$ cat config.mk
export PLATFORM = sky130hd
export DESIGN_NAME = apm_mac_seq
export DESIGN_NICKNAME = d
export VERILOG_FILES = /design/src/rtl/conv_pkg.sv /design/src/rtl/apm_sat24.sv /design/src/rtl/apm_mac_seq.sv
export SDC_FILE = /design/constraint.sdc
export NUM_CORES = 1
export LEC_CHECK = 0
export BUFFER_PORTS_ARGS = -buffer_cell sky130_fd_sc_hd__buf_2
export CAP_MARGIN = 20
export CORE_MARGIN = 2
export CORE_UTILIZATION = 38
export DETAILED_ROUTE_END_ITERATION = 7
export PLACE_DENSITY = 0.77
export SLEW_MARGIN = 20
export SYNTH_ARGS = -nofsm -noshare
export SYNTH_HDL_FRONTEND = slang
export SYNTH_SLANG_ARGS = --single-unit
$ cat constraint.sdc
create_clock -name clk -period 1.65 [get_ports clk]
set_clock_uncertainty 0.05 [all_clocks]
set_input_delay 0.165 -clock clk [delete_from_list [all_inputs] [get_ports clk]]
set_output_delay 0.165 -clock clk [all_outputs]
set_load 0.1 [all_outputs]
$ cat src/rtl/conv_pkg.sv
// conv_pkg: shared lane widths, APM latency default and FSM states for apm_mac_seq
package conv_pkg;
  localparam int APM_LAT_DEF = 2;
  localparam int OP_W = 9;
  localparam int ACC_W = 24;
  typedef enum logic [1:0] {IDLE, ISSUE, WAIT, DONE} state_t;
endpackage

$ cat src/rtl/apm_sat24.sv
// apm_sat24: clamp a signed 24-bit sum to the signed 16-bit range
module apm_sat24
  import conv_pkg::*;
(
  input  logic [ACC_W-1:0] a,
  output logic [15:0]      q
);
  logic pos_ovf, neg_ovf;
  assign pos_ovf = !a[ACC_W-1] && (|a[ACC_W-2:15]);
  assign neg_ovf = a[ACC_W-1] && !(&a[ACC_W-2:15]);
  assign q = pos_ovf ? 16'h7fff : neg_ovf ? 16'h8000 : a[15:0];
endmodule

$ cat src/rtl/apm_mac_seq.sv
// apm_mac_seq: dual-lane dot-product sequencer around an external APM (P = X*Y + Z).
// Define APM_MAC_SAT_EN to saturate results to signed 16 bits.
module apm_mac_seq
  import conv_pkg::*;
#(
  parameter int MAX_LEN = 9,
  parameter int APM_LAT = APM_LAT_DEF
) (
  input  logic                         clk,
  input  logic                         rstn,
  input  logic                         start,
  input  logic [$clog2(MAX_LEN+1)-1:0] len,
  output logic                         busy,
  input  logic                         op_valid,
  output logic                         op_ready,
  input  logic [OP_W-1:0]              op_x_low,
  input  logic [OP_W-1:0]              op_y_low,
  input  logic [OP_W-1:0]              op_x_high,
  input  logic [OP_W-1:0]              op_y_high,
  output logic [OP_W-1:0]              apm_low_x,
  output logic [OP_W-1:0]              apm_low_y,
  output logic [OP_W-1:0]              apm_high_x,
  output logic [OP_W-1:0]              apm_high_y,
  output logic [ACC_W-1:0]             apm_low_z,
  output logic [ACC_W-1:0]             apm_high_z,
  output logic                         apm_data_valid,
  input  logic [ACC_W-1:0]             apm_low_p,
  input  logic [ACC_W-1:0]             apm_high_p,
  output logic                         res_valid,
  input  logic                         res_ready,
  output logic [ACC_W-1:0]             res_low,
  output logic [ACC_W-1:0]             res_high
);
  localparam int LW = $clog2(MAX_LEN + 1);
  localparam int WW = $clog2(APM_LAT + 1);
  state_t state, state_nx;
  logic [LW-1:0] cnt, len_q, len_c;
  logic [WW-1:0] wcnt;
  logic [ACC_W-1:0] acc_low, acc_high;
  logic issue, load;
  assign len_c = (len > LW'(MAX_LEN)) ? LW'(MAX_LEN) : len;
  assign issue = (state == ISSUE) && op_valid;
  // P for the term in flight is valid on the last WAIT cycle
  assign load = (state == WAIT) && (wcnt == WW'(APM_LAT - 1));
  always_comb begin
    state_nx = state;
    case (state)
      IDLE:    state_nx = !start ? IDLE : (len == '0) ? DONE : ISSUE;
      ISSUE:   state_nx = op_valid ? WAIT : ISSUE;
      WAIT:    state_nx = !load ? WAIT : (cnt == len_q) ? DONE : ISSUE;
      default: state_nx = res_ready ? IDLE : DONE;
    endcase
  end
  always_ff @(posedge clk) begin
    if (!rstn) begin
      state    <= IDLE;
      cnt      <= '0;
      len_q    <= '0;
      wcnt     <= '0;
      acc_low  <= '0;
      acc_high <= '0;
    end else begin
      state <= state_nx;
      if (state == IDLE && start) begin
        len_q    <= len_c;
        cnt      <= '0;
        acc_low  <= '0;
        acc_high <= '0;
      end
      if (issue) begin
        cnt  <= cnt + LW'(1);
        wcnt <= '0;
      end else if (state == WAIT) begin
        wcnt <= wcnt + WW'(1);
      end
      if (load) begin
        acc_low  <= apm_low_p;
        acc_high <= apm_high_p;
      end
    end
  end
  assign busy           = state != IDLE;
  assign op_ready       = state == ISSUE;
  assign apm_data_valid = issue;
  assign apm_low_x      = issue ? op_x_low : '0;
  assign apm_low_y      = issue ? op_y_low : '0;
  assign apm_high_x     = issue ? op_x_high : '0;
  assign apm_high_y     = issue ? op_y_high : '0;
  assign apm_low_z      = issue ? acc_low : '0;
  assign apm_high_z     = issue ? acc_high : '0;
  assign res_valid      = state == DONE;
`ifdef APM_MAC_SAT_EN
  logic [15:0] sat_low, sat_high;
  apm_sat24 u_sat_low  (.a(acc_low),  .q(sat_low));
  apm_sat24 u_sat_high (.a(acc_high), .q(sat_high));
  assign res_low  = {{(ACC_W-16){sat_low[15]}}, sat_low};
  assign res_high = {{(ACC_W-16){sat_high[15]}}, sat_high};
`else
  assign res_low  = acc_low;
  assign res_high = acc_high;
`endif
endmodule
# Word level (Yosys, flattened, before mapping)
# Cells that the tools add are included.
dict set report totals {
  regBits 60
  in_bits 93
  output_inout_bits 136
  word_cells 43
}
dict set report op_classes {
  n_addsub 2
  order_cmp 1
  eq_ne 5
  n_mux 19
  n_bitwise 1
  n_reduce_logical 9
}
# operator n
set op_table {}
lappend op_table {{two-way mux 24 bit} 5}
lappend op_table {{two-way mux 9 bit} 4}
lappend op_table {{two-way mux 2 bit} 6}
lappend op_table {{two-way mux 4 bit} 3}
lappend op_table {{case mux 2 bit (3 select lines)} 1}
lappend op_table {{nonzero test 2 bit} 3}
lappend op_table {{adder 4 x 1 -> 4 bit, second input constant} 1}
lappend op_table {{equality test 2 x 1 -> 1 bit, second input constant} 2}
lappend op_table {{equality test 2 bit, second input constant} 2}
lappend op_table {{equality test 4 bit} 1}
lappend op_table {{> comparator 4 bit, second input constant} 1}
lappend op_table {{zero test 4 bit} 1}
lappend op_table {{logical AND 1 bit} 3}
lappend op_table {{adder 2 x 1 -> 2 bit, second input constant} 1}
lappend op_table {{zero test 2 bit} 1}
lappend op_table {{OR reduction 2 bit} 1}
lappend op_table {{inverter 1 bit} 1}

# Longest topological paths before layout
# Gate-level depths: netlist of run 1.
dict set report depth {
  depth_word 4
  depth_mapped 9
}

# Worst setup path before layout of run 1
# No wires, ideal clock.
dict set report synth_path {
  path_kind {reg-to-output}
  start {register state[1]}
  end {output apm_high_z[14]}
  arrival_time_ns 2.609
  t_required_ns 1.435
  setup_slack_ns -1.174
  path_stages_with_launch 6
  path_buffers 2
  cell_sequence {dfxtp_1 -> buf_6 -> nand3b_1 -> inv_2 -> clkbuf_1 -> and2_1}
}
dict set report synth_via {
  elab_chain_len 3
}
# item line
set synth_rtl {}
lappend synth_rtl {{start, declared} apm_mac_seq.sv:36} ;# state_t state, state_nx;
lappend synth_rtl {{start signal, assigned} apm_mac_seq.sv:63} ;# state <= state_nx;
lappend synth_rtl {{equality test 2 x 1 -> 1 bit} apm_mac_seq.sv:42} ;# assign issue = (state == ISSUE) && op_valid;
lappend synth_rtl {{logical AND 1 bit} apm_mac_seq.sv:42}
lappend synth_rtl {{named net apm_data_valid} apm_mac_seq.sv:26} ;# output logic apm_data_valid,
lappend synth_rtl {{two-way mux 24 bit} apm_mac_seq.sv:90} ;# assign apm_high_z = issue ? acc_high : '0;
lappend synth_rtl {{end, declared} apm_mac_seq.sv:25} ;# output logic [ACC_W-1:0] apm_high_z,
# The timed path passes the listed nets, and every way through them passes these cells.

# Worst setup path in the final report of run 1
dict set report layout_path {
  start {register state[1]}
  end {output apm_high_x[5]}
}
dict set report layout_via {
  elab_chain_len 3
}
# item line
set layout_rtl {}
lappend layout_rtl {{equality test 2 x 1 -> 1 bit} apm_mac_seq.sv:42}
lappend layout_rtl {{logical AND 1 bit} apm_mac_seq.sv:42}
lappend layout_rtl {{two-way mux 9 bit} apm_mac_seq.sv:87} ;# assign apm_high_x = issue ? op_x_high : '0;
lappend layout_rtl {{end, declared} apm_mac_seq.sv:22} ;# output logic [OP_W-1:0] apm_high_x,
# Every way passes these cells.

==> run metrics, run 1 <==
status=finished with violations; failing checks=setup timing; initial drt markers=117; # IOs=229; Hold Vio Cnt, Final=0; clk sinks=60; share of cells above drive strength 1=73.29%; P&R area growth vs syn=107.8%; cell count of the worst hold path=4; syn nets=424; CP Launch Point=state[1]$_SDFF_PN0_; Critical Path Fanout Max=6; most used cell, CP=buf_6; Synth Area per Inst=9.260 sq um; CTS Hold Bufs=0; post-place setup slack=0.05346 ns; final setup margin=-0.1596 ns; delay-heaviest family, CP=buffers and inverters; mapped cell area=3047 sq um; Worst-path clk slew=0.07 ns; starting density of the core=39.22%; post-layout min period=1.810 ns; die height=93.54 um; Rel. slew slack=65.30%; Max clock buf depth=2; total track usage=25.56%; CTS tree=built; total CTS buffers=9; final wirelength=12870 um; GPL Wtd Cong=0.7959; RR Endpoint=res_low[22]$_SDFFE_PN0P_; via count=3390; Remaining DRCs=0; CP startpoint kind=flip-flop; register area share after synthesis=39.43%; WP data required=1.43 ns; R2R depth=8; TritonRoute pass-1 iters=4; core area=7767 sq um; fmax=552.6 MHz; post-synthesis cell type count=32; critical path class=reg2out; commonest cells after routing, fill and taps aside=buf_2 (140), buf_12 (92), and2_4 (72), nor2b_1 (52), dfxtp_2 (38); leakage component of the power=2.789 nW; vias in the first global route=3374; die area=8750 sq um; power per standard cell area=664.1 nW/um^2; post-route antenna net violation count=0; post-route cell area=6331 sq um; Via-to-Cell Ratio=5.052; period utilization=109.7%; Buffers & Inverters on Critical Path=4; maximum VDD drop=724.7 uV; crit path capture=apm_high_x[5]; die width=93.54 um; flop2flop setup slack=-0.01 ns; final std cells w/o fill=671; crit-path max cell delay=0.32 ns; max-slew violation count=0; later-pin clock latency in the skew report=0.34 ns; most common cell after layout, fill and taps aside=buf_2; #FFs+latches synth=60; routed wire length per instance=19.18 um; Crit path depth=6; placed inst area=5734 sq um; worst-path cell chain=nand3b_1 -> buf_6 -> inv_6 -> buf_6 -> and2_2 -> buf_12; Core Rows=32; largest net degree at the start of global routing=54; Hold Path Class=in2reg; Gate Count Post-Synth=329; RSZ-0062 raised after global routing=true; FILL cells=467; Port Buffers=228; final setup fails=86; Worst path slowest cell=dfxtp_2; max cap viols=0; placed insts=640; htree depth=3; Worst Path Arrival=1.59 ns; crit end category=output port; antenna violations before repair=0; diode count=0; aggregate global routing overflow=0; first-pass GRT wire length=17480 um; actual transition at the worst max-transition pin=0.5205 ns; DP HPWL=8764 um; Yosys Warn Count=0; Critical R2R Launch=wcnt[1]$_SDFFE_PP0P_; Final Net Count=659; CTS root buffer=clkbuf_8
## worst min path at each step
stage	startpoint	to	slack, ns
floorplan	len[0]	len_q[0]$_SDFFE_PN0P_	0.25
global placement	len[0]	len_q[0]$_SDFFE_PN0P_	0.38
detailed placement	res_ready	state[1]$_SDFF_PN0_	0.40
CTS	res_ready	state[1]$_SDFF_PN0_	0.03
global route	len[0]	len_q[0]$_SDFFE_PN0P_	0.04
finish	res_ready	state[1]$_SDFF_PN0_	0.04
## through the flow
step	total power [mW]	utilization [%]	hold WS [ns]	setup TNS, ns
final	4.205	81.51	0.03571	-9.981
after floorplan	2.093	-	0.2521	-1.851
after global placement	2.389	73.82	0.3758	0
after CTS	4.072	77.13	0.03301	-20.27
after global routing	4.328	81.51	0.04085	-13.72
after detailed placement	2.416	73.82	0.3964	0
## synth_stat cells (all sizes together)
library cell,count,share of area (%)
clkbuf,14,1.8
and2,85,17
nor3b,1,0.62
ha,2,0.82
a31oi,1,0.21
a21boi,3,0.74
xor2,4,1.1
a211oi,1,0.25
nor4,2,0.41
buf,14,4.1
a21oi,6,0.99
nand2b,1,0.21
o22ai,1,0.21
nand3,1,0.16
and3,1,0.21
xnor2,2,0.58
a22oi,49,15
nor2,7,1.1
inv,4,0.49
and3b,1,0.29
dfxtp,60,39
nor2b,53,11
nand2,9,1.1
nand3b,3,0.74
o21ai,4,0.66
## layer usage
layer	global-route usage (%)	share of wire, %	vias to the layer above
li1	-	-	1571
met1	25.80	34	1634
met2	49.64	56	159
met3	6.446	7.5	26
met4	9.903	2.4	0
met5	0	0	-
## sequential cells by signal, indices dropped and copies added (netlist names)
register,count
cnt,4
len_q,4
res_high,24
res_low,24
state,2
wcnt,2
## layout make-up
cell class / instances / area [sq um] / area share, %
repair buffers: 251 / 2805 / 44.31
multi-input cells: 237 / 1863 / 29.43
flip-flops and latches: 60 / 1249 / 19.72
clock buffers: 12 / 155.1 / 2.451
well taps: 102 / 127.6 / 2.016
clock inverters: 4 / 95.09 / 1.502
inverters: 4 / 27.53 / 0.4348
repair inverters: 1 / 8.758 / 0.1383
## what timing repair did
item                                    4_1_cts  5_1_grt
resized for setup                             3       48
pin swaps                                     7       12
endpoints found under the setup margin       87       95
buffers inserted                              0        4
gates cloned                                  0       11
## power breakdown
part / internal (mW) / switching (mW) / leakage, nW
Clock: 1.08 / 0.576 / 0.127
Combinational: 0.431 / 0.623 / 2.16
Sequential: 1.47 / 0.0197 / 0.504
Total: 2.99 / 1.22 / 2.79
## cells by family after synthesis
logic type,share of synthesized area [%]
xor+xnor,1.725
compound gates,18.40
buf+inv,6.447
flops,39.42
simple gates,33.18
fa+ha+maj,0.8212
## tightest hold or removal path: stages
cell and delay (ns):
buf_2 0.08, nand2_1 0.04, nand2_1 0.07, a21oi_1 0.04
Note: power is estimated with default switching activity, not from simulation.
==> inputs of run 2 (changes only) <==
Settings changed: CORE_UTILIZATION 38 to 42, CTS_BUF_LIST set to sky130_fd_sc_hd__clkbuf_2, PLACE_DENSITY 0.77 to 0.83.
==> run metrics, run 2 (synthesized netlist as in run 1, its figures left out) <==
total negative slack=-34.82 ns (-24.84 ns); total track usage=35.76% (+10 points); Critical R2R Launch=wcnt[1]$_SDFFE_PP0P_; critical path class=reg2out; CP startpoint kind=flip-flop; routed wire length per instance=28.79 um (+50%); power per standard cell area=521.4 nW/um^2 (-21%); Post-Route Utilization=96.18% (+15 points); # IOs=229 (unchanged); antenna violations before repair=2 (+2); final setup fails=121 (+41%); overall power=3.579 mW (-15%); most common cell after layout, fill and taps aside=buf_2; largest net degree at the start of global routing=51 (-5.6%); CTS tree=built; Worst Path Arrival=1.88 ns (+0.29 ns); WHS=0.03683 ns (+0.001118 ns); htree depth=3 (unchanged); total CTS buffers=9 (unchanged); failing checks=setup timing; cell count of the worst hold path=2 (-2); final setup margin=-0.4420 ns (-0.2823 ns); Buffers & Inverters on Critical Path=3 (-1); later-pin clock latency in the skew report=0.50 ns (+0.16 ns); Core Rows=31 (-3.1%); worst-path cell chain=nand3b_1 -> clkinv_4 -> buf_12 -> and2_4 -> buf_12; share of cells above drive strength 1=70.35% (-2.9 points); delay-heaviest family, CP=buffers and inverters; max-slew violation count=0 (unchanged); maximum VDD drop=456.5 uV (-37%); Final Net Count=715 (+8.5%); hold path start=rstn; leakage component of the power=2.988 nW (+7.1%); P&R area growth vs syn=125.3%; actual transition at the worst max-transition pin=0.5696 ns (+0.04913 ns); RR Endpoint=res_low[4]$_SDFFE_PN0P_; clk sinks=60 (unchanged); diode count=0 (unchanged); die height=89.17 um (-4.7%); starting density of the core=42.69% (+3.5 points); DP HPWL=9155 um (+4.5%); Rel. slew slack=61.95% (-3.4 points); post-route antenna net violation count=0 (unchanged); status=finished with violations; post-layout min period=2.092 ns (+0.2823 ns); die width=89.17 um (-4.7%); TritonRoute pass-1 iters=5 (+1); crit-path max cell delay=0.36 ns (+0.04 ns); fmax=478.0 MHz (-13%); CTS root buffer=clkbuf_2; final wirelength=20810 um (+62%); post-place setup slack=0.07628 ns (+0.02282 ns); period utilization=126.8% (+17 points); RSZ-0062 raised after global routing=true; Remaining DRCs=0 (unchanged); R2R depth=8 (unchanged); aggregate global routing overflow=0 (unchanged); Worst path slowest cell=dfxtp_2; Critical Path Fanout Max=20 (+14); Port Buffers=228 (unchanged); flop2flop setup slack=-0.42 ns (-0.41 ns); Worst-path clk slew=0.20 ns (+0.13 ns); GPL Wtd Cong=0.8627 (+8.4%); initial drt markers=384 (+230%); core area=7137 sq um (-8.1%); via count=4403 (+30%); commonest cells after routing, fill and taps aside=buf_2 (137), buf_12 (95), and2_4 (80), dlygate4sd3_1 (54), nor2b_1 (51); most used cell, CP=buf_12; Via-to-Cell Ratio=6.090 (+21%); Hold Vio Cnt, Final=0 (unchanged); die area=7951 sq um (-9.1%); first-pass GRT wire length=21160 um (+21%); Max clock buf depth=2 (unchanged); vias in the first global route=3920 (+16%); max cap viols=0 (unchanged); Worst Hold Endpoint=res_low[18]$_SDFFE_PN0P_; crit end category=output port; WP data required=1.43 ns (about the same); Hold Path Class=in2reg
[run 2: changes by cell type in the layout (fill, tap and decap cells not counted), moves of 7 or more]
| cell | before | now |
|---|---|---|
| a22oi_1 | 29 | 12 |
| a22oi_2 | 20 | 37 |
| dlygate4sd3_1 | 0 | 54 |
| and2_4 | 72 | 80 |
| and2_2 | 12 | 5 |
| clkbuf_8 | 11 | 0 |
| clkbuf_2 | 0 | 12 |
[run 2: per-layer routing]
| metal | GRT usage [%] | up-vias | wire length [um] |
|---|---|---|---|
| met1 | 35.29 | 2096 | 6424 |
| met4 | 22.12 | 2 | 2099 |
| met2 | 66.20 | 438 | 9913 |
| li1 | - | 1685 | - |
| met5 | 0 | - | 13 |
| met3 | 9.141 | 182 | 2361 |
[run 2: repair_timing]
action | 4_1_cts | 5_1_grt
setup buffers | 0 | 7
resized for setup | 5 | 79
hold buffers | 54 | 0
endpoints found under the hold margin | 54 | 0
pin swaps | 10 | 16
setup endpoints to repair | 88 | 110
cloned | 0 | 9
[run 2: how the worst max path moves through the flow]
stage	endpoint	start	cells past startpoint
2_1_floorplan	apm_high_z[14]	state[1]$_SDFF_PN0_	5
3_3_place_gp	res_high[11]$_SDFFE_PN0P_	wcnt[1]$_SDFFE_PP0P_	7
3_5_place_dp	res_high[8]$_SDFFE_PN0P_	wcnt[1]$_SDFFE_PP0P_	7
4_1_cts	apm_low_z[4]	state[1]$_SDFF_PN0_	5
5_1_grt	apm_low_z[4]	state[1]$_SDFF_PN0_	5
6_report	apm_low_z[4]	state[1]$_SDFF_PN0_	5
[run 2: power breakdown]
| part | internal [mW] | total (mW) | switching, mW |
|---|---|---|---|
| combinational | 0.554 | 1.29 | 0.740 |
| clock | 0.202 | 0.788 | 0.586 |
| sequential | 1.47 | 1.50 | 0.0242 |
[run 2: cell type report]
type                    instances  area (sq um)
flip-flops and latches         60          1252
inverters                       4         20.02
clock inverters                 3         15.01
clock buffers                  12         60.06
fillers                       153         272.8
well taps                      99         123.9
multi-input cells             237          1962
repair buffers                308          3431
[run 2: metrics by stage]
step                      cell area (sq um)  instances
final                                  6864        723
after global routing                   6864        723
after CTS                              6391        707
after detailed placement               5766        638
after global placement                 5766        638
after floorplan                        3273        329
[run 2: worst reg2reg max path: cells and delay by family, from the launching register on]
| family | cells | cell delay (ns) |
|---|---|---|
| compound gates | 1 | 0.41 |
| fa+ha+maj | 1 | 0.21 |
| buf+inv | 3 | 0.39 |
| flops | 1 | 0.37 |
| simple gates | 3 | 0.53 |
